--- config.mk ---
export PLATFORM = sky130hd
export DESIGN_NAME = clk_div_sel
export DESIGN_NICKNAME = d
export VERILOG_FILES = /design/src/rtl/clk_div_sel.sv
export SDC_FILE = /design/constraint.sdc
export NUM_CORES = 1
export LEC_CHECK = 0
export ABC_AREA = 1
export CAP_MARGIN = 20
export CORE_AREA = 2 2 61 52
export DETAILED_ROUTE_END_ITERATION = 10
export DIE_AREA = 0 0 63 54
export MAX_ROUTING_LAYER = met4
export PLACE_DENSITY = 0.75
export SKIP_CTS_REPAIR_TIMING = 1
export SLEW_MARGIN = 20
export SYNTH_ARGS = -nofsm -noshare
export SYNTH_HDL_FRONTEND = slang
export SYNTH_SLANG_ARGS = --single-unit
--- constraint.sdc ---
create_clock -name CLK -period 2.08 [get_ports CLK]
set_input_delay 0.208 -clock CLK [delete_from_list [all_inputs] [get_ports CLK]]
set_output_delay 0.208 -clock CLK [all_outputs]
set_load 0.005 [all_outputs]
--- src/rtl/clk_div_sel.sv ---
// Selectable clock divider with glitch-free ratio switching at period edges.
// Optional macro CLKDIV_DIRECT_EN adds a direct ratio request port.
module clk_div_sel #(
  parameter int WIDTH = 8
) (
  input  logic             CLK,
  input  logic             RST,
  input  logic             EN,
  input  logic [5:0]       PRESCALE,
`ifdef CLKDIV_DIRECT_EN
  input  logic [WIDTH-1:0] RATIO_DIRECT,
`endif
  output logic             DIV_CLK,
  output logic [WIDTH-1:0] RATIO,
  output logic             RATIO_UPD
);

  localparam logic [WIDTH-1:0] ONE  = WIDTH'(1);
  localparam logic [31:0]      MAXR = (32'd1 << WIDTH) - 32'd1;

  logic [WIDTH-1:0] cnt;
  logic             div_q;
  logic [31:0]      req32;
  logic [WIDTH-1:0] req;
  logic [WIDTH-1:0] half;
  logic [WIDTH-1:0] cnt_inc;
  logic             multi;
  logic             wrap;
  logic             boundary;

  always_comb begin
    req32 = 32'd1;
    case (PRESCALE)
      6'b100000: req32 = 32'd1;
      6'b010000: req32 = 32'd2;
      6'b001000: req32 = 32'd4;
      6'b000100: req32 = 32'd8;
      6'b000010: req32 = 32'd16;
      6'b000001: req32 = 32'd32;
`ifdef CLKDIV_DIRECT_EN
      6'b000000: req32 = (RATIO_DIRECT > ONE) ? 32'(RATIO_DIRECT) : 32'd1;
`endif
      default:   req32 = 32'd1;
    endcase
    // Ratios the counter cannot represent fall back to bypass
    req = (req32 > MAXR) ? ONE : req32[WIDTH-1:0];
  end

  assign half     = RATIO >> 1;
  assign multi    = RATIO > ONE;
  assign cnt_inc  = cnt + ONE;
  assign wrap     = cnt == (RATIO - ONE);
  assign boundary = EN & (~multi | wrap);

  assign DIV_CLK = (EN && multi) ? div_q : CLK;

  always_ff @(posedge CLK) begin
    if (RST || !EN) begin
      cnt       <= '0;
      div_q     <= 1'b0;
      RATIO     <= ONE;
      RATIO_UPD <= 1'b0;
    end else if (boundary) begin
      // New period always opens with a full high phase
      cnt       <= '0;
      div_q     <= req > ONE;
      RATIO     <= req;
      RATIO_UPD <= req != RATIO;
    end else begin
      cnt       <= cnt_inc;
      div_q     <= cnt_inc < half;
      RATIO_UPD <= 1'b0;
    end
  end

endmodule

* Yosys cells after proc, flatten, opt, wreduce, memory -nomap -nowiden *
Index checks and enable logic that the tools add are counted.

word-level totals
  register bits = 18
  logic and storage cells = 30

cells by class
  add/subtract/negate cells = 2
  magnitude comparators = 4
  equality and inequality tests = 7
  muxes and demuxes = 4
  bitwise gates (word level) = 4
  reduce and logical (&&, ||, !) cells = 5

operator list
  kind                   count
  $gt A32 B8 Y1 const B  1
  $pmux W6 S5            1
  $gt A8 B1 Y1 const B   2
  $add A8 B1 Y8 const B  1
  $eq A8 B8 Y1           1
  $lt A8 B7 Y1           1
  $mux W8                1
  $ne A8 B8 Y1           1
  $sub A8 B1 Y8 const B  1
  $eq A6 B1 Y1 const B   1
  $eq A6 B2 Y1 const B   1
  $eq A6 B3 Y1 const B   1
  $eq A6 B4 Y1 const B   1
  $eq A6 B5 Y1 const B   1
  $reduce_or A2 Y1       2
  $mux W1                2
  $not A1 Y1             2
  $and A1 B1 Y1          1
  $logic_and A1 B1 Y1    1
  $logic_not A1 Y1       1
  $logic_or A1 B1 Y1     1
  $or A1 B1 Y1           1

* Longest topological paths before layout *
  word-level depth = 6
  mapped depth = 14
  mapped depth without buffers = 14

==> out/results.tsv <==
stage	metric	value	unit
status	run status	complete, no violations	
routing	Pre-Repair DR Iteration Count	4	
place	HPWL Detailed	2460	um
power_and_ir_drop	clock share of power	48.4	%
floorplan	count of pins on the block boundary	19	
cells_and_area	most common cell after layout, fill and taps aside	sky130_fd_sc_hd__nand2_1	
floorplan	total number of placement rows	18	
yosys	share of cell area taken by muxes after synthesis	0	%
cells_and_area	total inserted antenna cells	0	
worst_hold_path	worst hold path type	flop to flop	
yosys	flip-flop and latch count after synthesis	16	
setup_path	Critical Path Source Type	flop	
global_routing	wire length of the first global-routing pass	5360	um
setup_path	slowest stage cell, crit path	sky130_fd_sc_hd__dfxtp_2	
routing	number of antenna-violating nets in the routed design	0	
place	total instance count after detailed placement	265	
flow_run	max-cap viol count	0	
setup_path	Setup CP Type	flop to output pin	
yosys	Compound-Gate Fraction of Synth Area	4.40	%
cells_and_area	number of cells in the finished layout apart from fillers	272	
cells_and_area	fill cell instance count of the final layout	292	
global_routing	vias in the first global route	1196	
yosys	mean post-synth cell area	6.52	um2
routing	via density per instance	4.78	
floorplan	Chip Height	54	um
timing	final setup vio count	0	
global_routing	pin count of the biggest net entering global routing	15	
cells_and_area	end-of-flow core utilization	58.2	%
power_and_ir_drop	PD cells	434	mW/mm2
routing	total via count after detailed routing	1301	
timing	number of endpoints with negative hold slack in the final report	0	
yosys	total standard cell area after synthesis	0.00134	mm2
yosys	synthesis warning total	0	
cells_and_area	commonest non-fill, non-tap cells in the layout	sky130_fd_sc_hd__nand2_1 (56), sky130_fd_sc_hd__inv_1 (27), sky130_fd_sc_hd__nand3_1 (18), sky130_fd_sc_hd__nor2_1 (18), sky130_fd_sc_hd__clkdlybuf4s50_1 (15)	
place	setup slack after placement	61.1	ps
power_and_ir_drop	Pwr Total	0.722	mW
clocking	clock latency of the later-clocked register in the worst-skew pair	410	ps
yosys	post-synthesis instance total	205	
setup_path	path depth of the worst reg2reg path	9	
power_and_ir_drop	net switching power	0.178	mW
timing	clock period minus worst slack	1980	ps
yosys	Post-Synth Simple-Gate Area	49.1	%
setup_path	nature of the critical path endpoint	output pin	
setup_path	maximum fanout count along the critical path	4	
yosys	part of the Yosys area used for sequential elements	23.9	%
global_routing	number of antenna violations at the first check in global routing	0	
timing	Final period util	95.0	%
setup_path	Critical Path Source	RATIO[1]$_SDFFE_PP0P_	
floorplan	effective utilization at floorplan	46.8	%
routing	total routed wirelength	3010	um
setup_path	setup slack of the worst register-to-register path	220	ps
timing	final setup margin	104	ps
routing	Detailed Route Iter0 Violations	47	
cells_and_area	fraction of layout cells with a size suffix above 1	22.0	%
yosys	main combinational cell family by area after synthesis	simple AND/OR/NAND/NOR gates	
power_and_ir_drop	cell leakage power	0.841	nW
yosys	xor/xnor share of the synthesized area	4.58	%
place	Port Buffers	16	
floorplan	area of the die	0.00340	mm2
power_and_ir_drop	Combinational Power Share	9.0	%
setup_path	Data arrival, critical path	1770	ps
routing	DRC violations left	0	
yosys	Post-Synth Adder-Cell Area	6.55	%
setup_path	CP Data Required Time	1870	ps
timing	max-slew violation count	0	
timing	Hold Slack	482	ps
clocking	Clock transition at path regs	100	ps
place	final RePlAce weighted congestion	0.910	
yosys	distinct cell type count of the synthesized netlist	29	
timing	Highest Clock Rate	506	MHz
power_and_ir_drop	Switching Share	24.7	%
floorplan	core footprint	0.00286	mm2
power_and_ir_drop	sequential share of power	42.7	%
global_routing	overflow left after global routing	0	
setup_path	launching point of the worst reg2reg path	cnt[2]$_SDFF_PP0_	
setup_path	worst flop-to-flop path endpoint	div_q$_SDFF_PP0_	
clocking	CTS tree	done	
power_and_ir_drop	maximum vdd ir drop	0.343	mV
timing	setup repair after global routing missed its margin	true	
timing	Max Clock Skew	2.99	ps
global_routing	aggregate global-route resource usage	21.7	%
routing	detail-routed net length per standard cell	11.1	um
setup_path	longest individual stage delay on the worst path	340	ps
setup_path	Critical Path End	DIV_CLK	
cells_and_area	Area Growth Syn to Fin	24.5	%
power_and_ir_drop	internal power of the cells	0.544	mW
setup_path	critical path cell sequence	inv_1 > ha_2 > nand2_2 > nor2_2 > a31oi_4 > a21oi_1 > a31oi_1 > dlymetal6s2s_1	
cells_and_area	total number of nets in the final design	249	
floorplan	horizontal die dimension	63	um
-- state kept, by name (all words and copies together), names as in the netlist --
signal / count
cnt: 8
RATIO_UPD: 1
div_q: 1
RATIO: 6
-- per-layer routing --
metal / track usage, % / vias up / wire (um)
met2: 34.0 / 32 / 1340
met4: 9.26 / 0 / 12
met1: 26.5 / 573 / 1440
met5: - / - / 0
li1: - / 694 / -
met3: 6.07 / 2 / 211
-- final cells by class --
| class | count | area, um2 | share of cell area, % |
|---|---|---|---|
| Inverter | 33 | 129 | 7.74 |
| Multi-Input combinational cell | 154 | 896 | 53.8 |
| Timing Repair Buffer | 21 | 195 | 11.7 |
| Sequential cell | 16 | 324 | 19.5 |
| Tap cell | 40 | 50.0 | 3.01 |
| Clock buffer | 8 | 71.3 | 4.28 |
-- worst min path at each step --
stage                       from                     to  cells past startpoint
6_report       cnt[0]$_SDFF_PP0_      cnt[0]$_SDFF_PP0_                      1
4_1_cts                       EN  RATIO[0]$_SDFFE_PP1P_                      4
5_1_grt        cnt[0]$_SDFF_PP0_      cnt[0]$_SDFF_PP0_                      1
3_5_place_dp   cnt[0]$_SDFF_PP0_      cnt[0]$_SDFF_PP0_                      1
3_3_place_gp   cnt[0]$_SDFF_PP0_      cnt[0]$_SDFF_PP0_                      1
2_1_floorplan                 EN       div_q$_SDFF_PP0_                      2
-- per-stage QoR --
step                      TNS, ps  instance area, um2
after CTS                    -433                1640
after global placement          0                1580
after detailed placement        0                1580
after floorplan                 0                1340
after global routing        -16.0                1670
final                           0                1670
-- Yosys cell counts --
| library cell | n | area (um2) |
|---|---|---|
| sky130_fd_sc_hd__nand3_1 | 19 | 95.1 |
| sky130_fd_sc_hd__o21ai_1 | 1 | 5.00 |
| sky130_fd_sc_hd__nor3_1 | 2 | 10.0 |
| sky130_fd_sc_hd__nand4_1 | 5 | 31.3 |
| sky130_fd_sc_hd__nand3_2 | 2 | 20.0 |
| sky130_fd_sc_hd__nand3b_1 | 4 | 30.0 |
| sky130_fd_sc_hd__buf_2 | 1 | 5.00 |
| sky130_fd_sc_hd__inv_6 | 1 | 8.76 |
| sky130_fd_sc_hd__nand2_4 | 1 | 11.3 |
| sky130_fd_sc_hd__nor2_1 | 18 | 67.6 |
| sky130_fd_sc_hd__inv_2 | 5 | 18.8 |
| sky130_fd_sc_hd__conb_1 | 1 | 3.75 |
| sky130_fd_sc_hd__dfxtp_1 | 16 | 320 |
| sky130_fd_sc_hd__a21o_1 | 1 | 7.51 |
| sky130_fd_sc_hd__inv_1 | 27 | 101 |
| sky130_fd_sc_hd__nand2_8 | 1 | 20.0 |
| sky130_fd_sc_hd__a21oi_1 | 4 | 20.0 |
| sky130_fd_sc_hd__a31oi_1 | 1 | 6.26 |
| sky130_fd_sc_hd__nor2_2 | 12 | 75.1 |
| sky130_fd_sc_hd__ha_1 | 7 | 87.6 |
| sky130_fd_sc_hd__nor2_8 | 1 | 20.0 |
| sky130_fd_sc_hd__nand2_1 | 56 | 210 |
| sky130_fd_sc_hd__xor2_1 | 7 | 61.3 |
| sky130_fd_sc_hd__nor2_4 | 1 | 11.3 |
| sky130_fd_sc_hd__o21a_1 | 1 | 7.51 |
| sky130_fd_sc_hd__nand3_4 | 1 | 17.5 |
| sky130_fd_sc_hd__nand2_2 | 6 | 37.5 |
| sky130_fd_sc_hd__buf_4 | 2 | 15.0 |
| sky130_fd_sc_hd__a31oi_2 | 1 | 12.5 |
-- cells by family after synthesis --
| group | count (synthesis) |
|---|---|
| adder cells (fa/ha/maj) | 7 |
| AND/OR/NAND/NOR | 129 |
| AO/OA/AOI/OAI | 9 |
| other | 1 |
| buffers and inverters | 36 |
| flip-flops | 16 |
| XOR/XNOR | 7 |
-- power groups by stage --
stage | logic (mW) | clock network [mW] | registers, mW
2_1_floorplan | 0.0387 | 0.0231 | 0.316
3_3_place_gp | 0.0630 | 0.0584 | 0.315
3_5_place_dp | 0.0639 | 0.0584 | 0.315
4_1_cts | 0.0641 | 0.371 | 0.308
5_1_grt | 0.0719 | 0.380 | 0.308
6_report | 0.0647 | 0.349 | 0.308
-- critical path, delay by kind of cell, from the launching register on --
kind | cells | cell delay, ps
buf+inv | 2 | 220
flops | 1 | 340
fa+ha+maj | 1 | 200
simple gates | 2 | 150
compound gates | 3 | 440
Note: power is estimated with default switching activity, not from simulation.
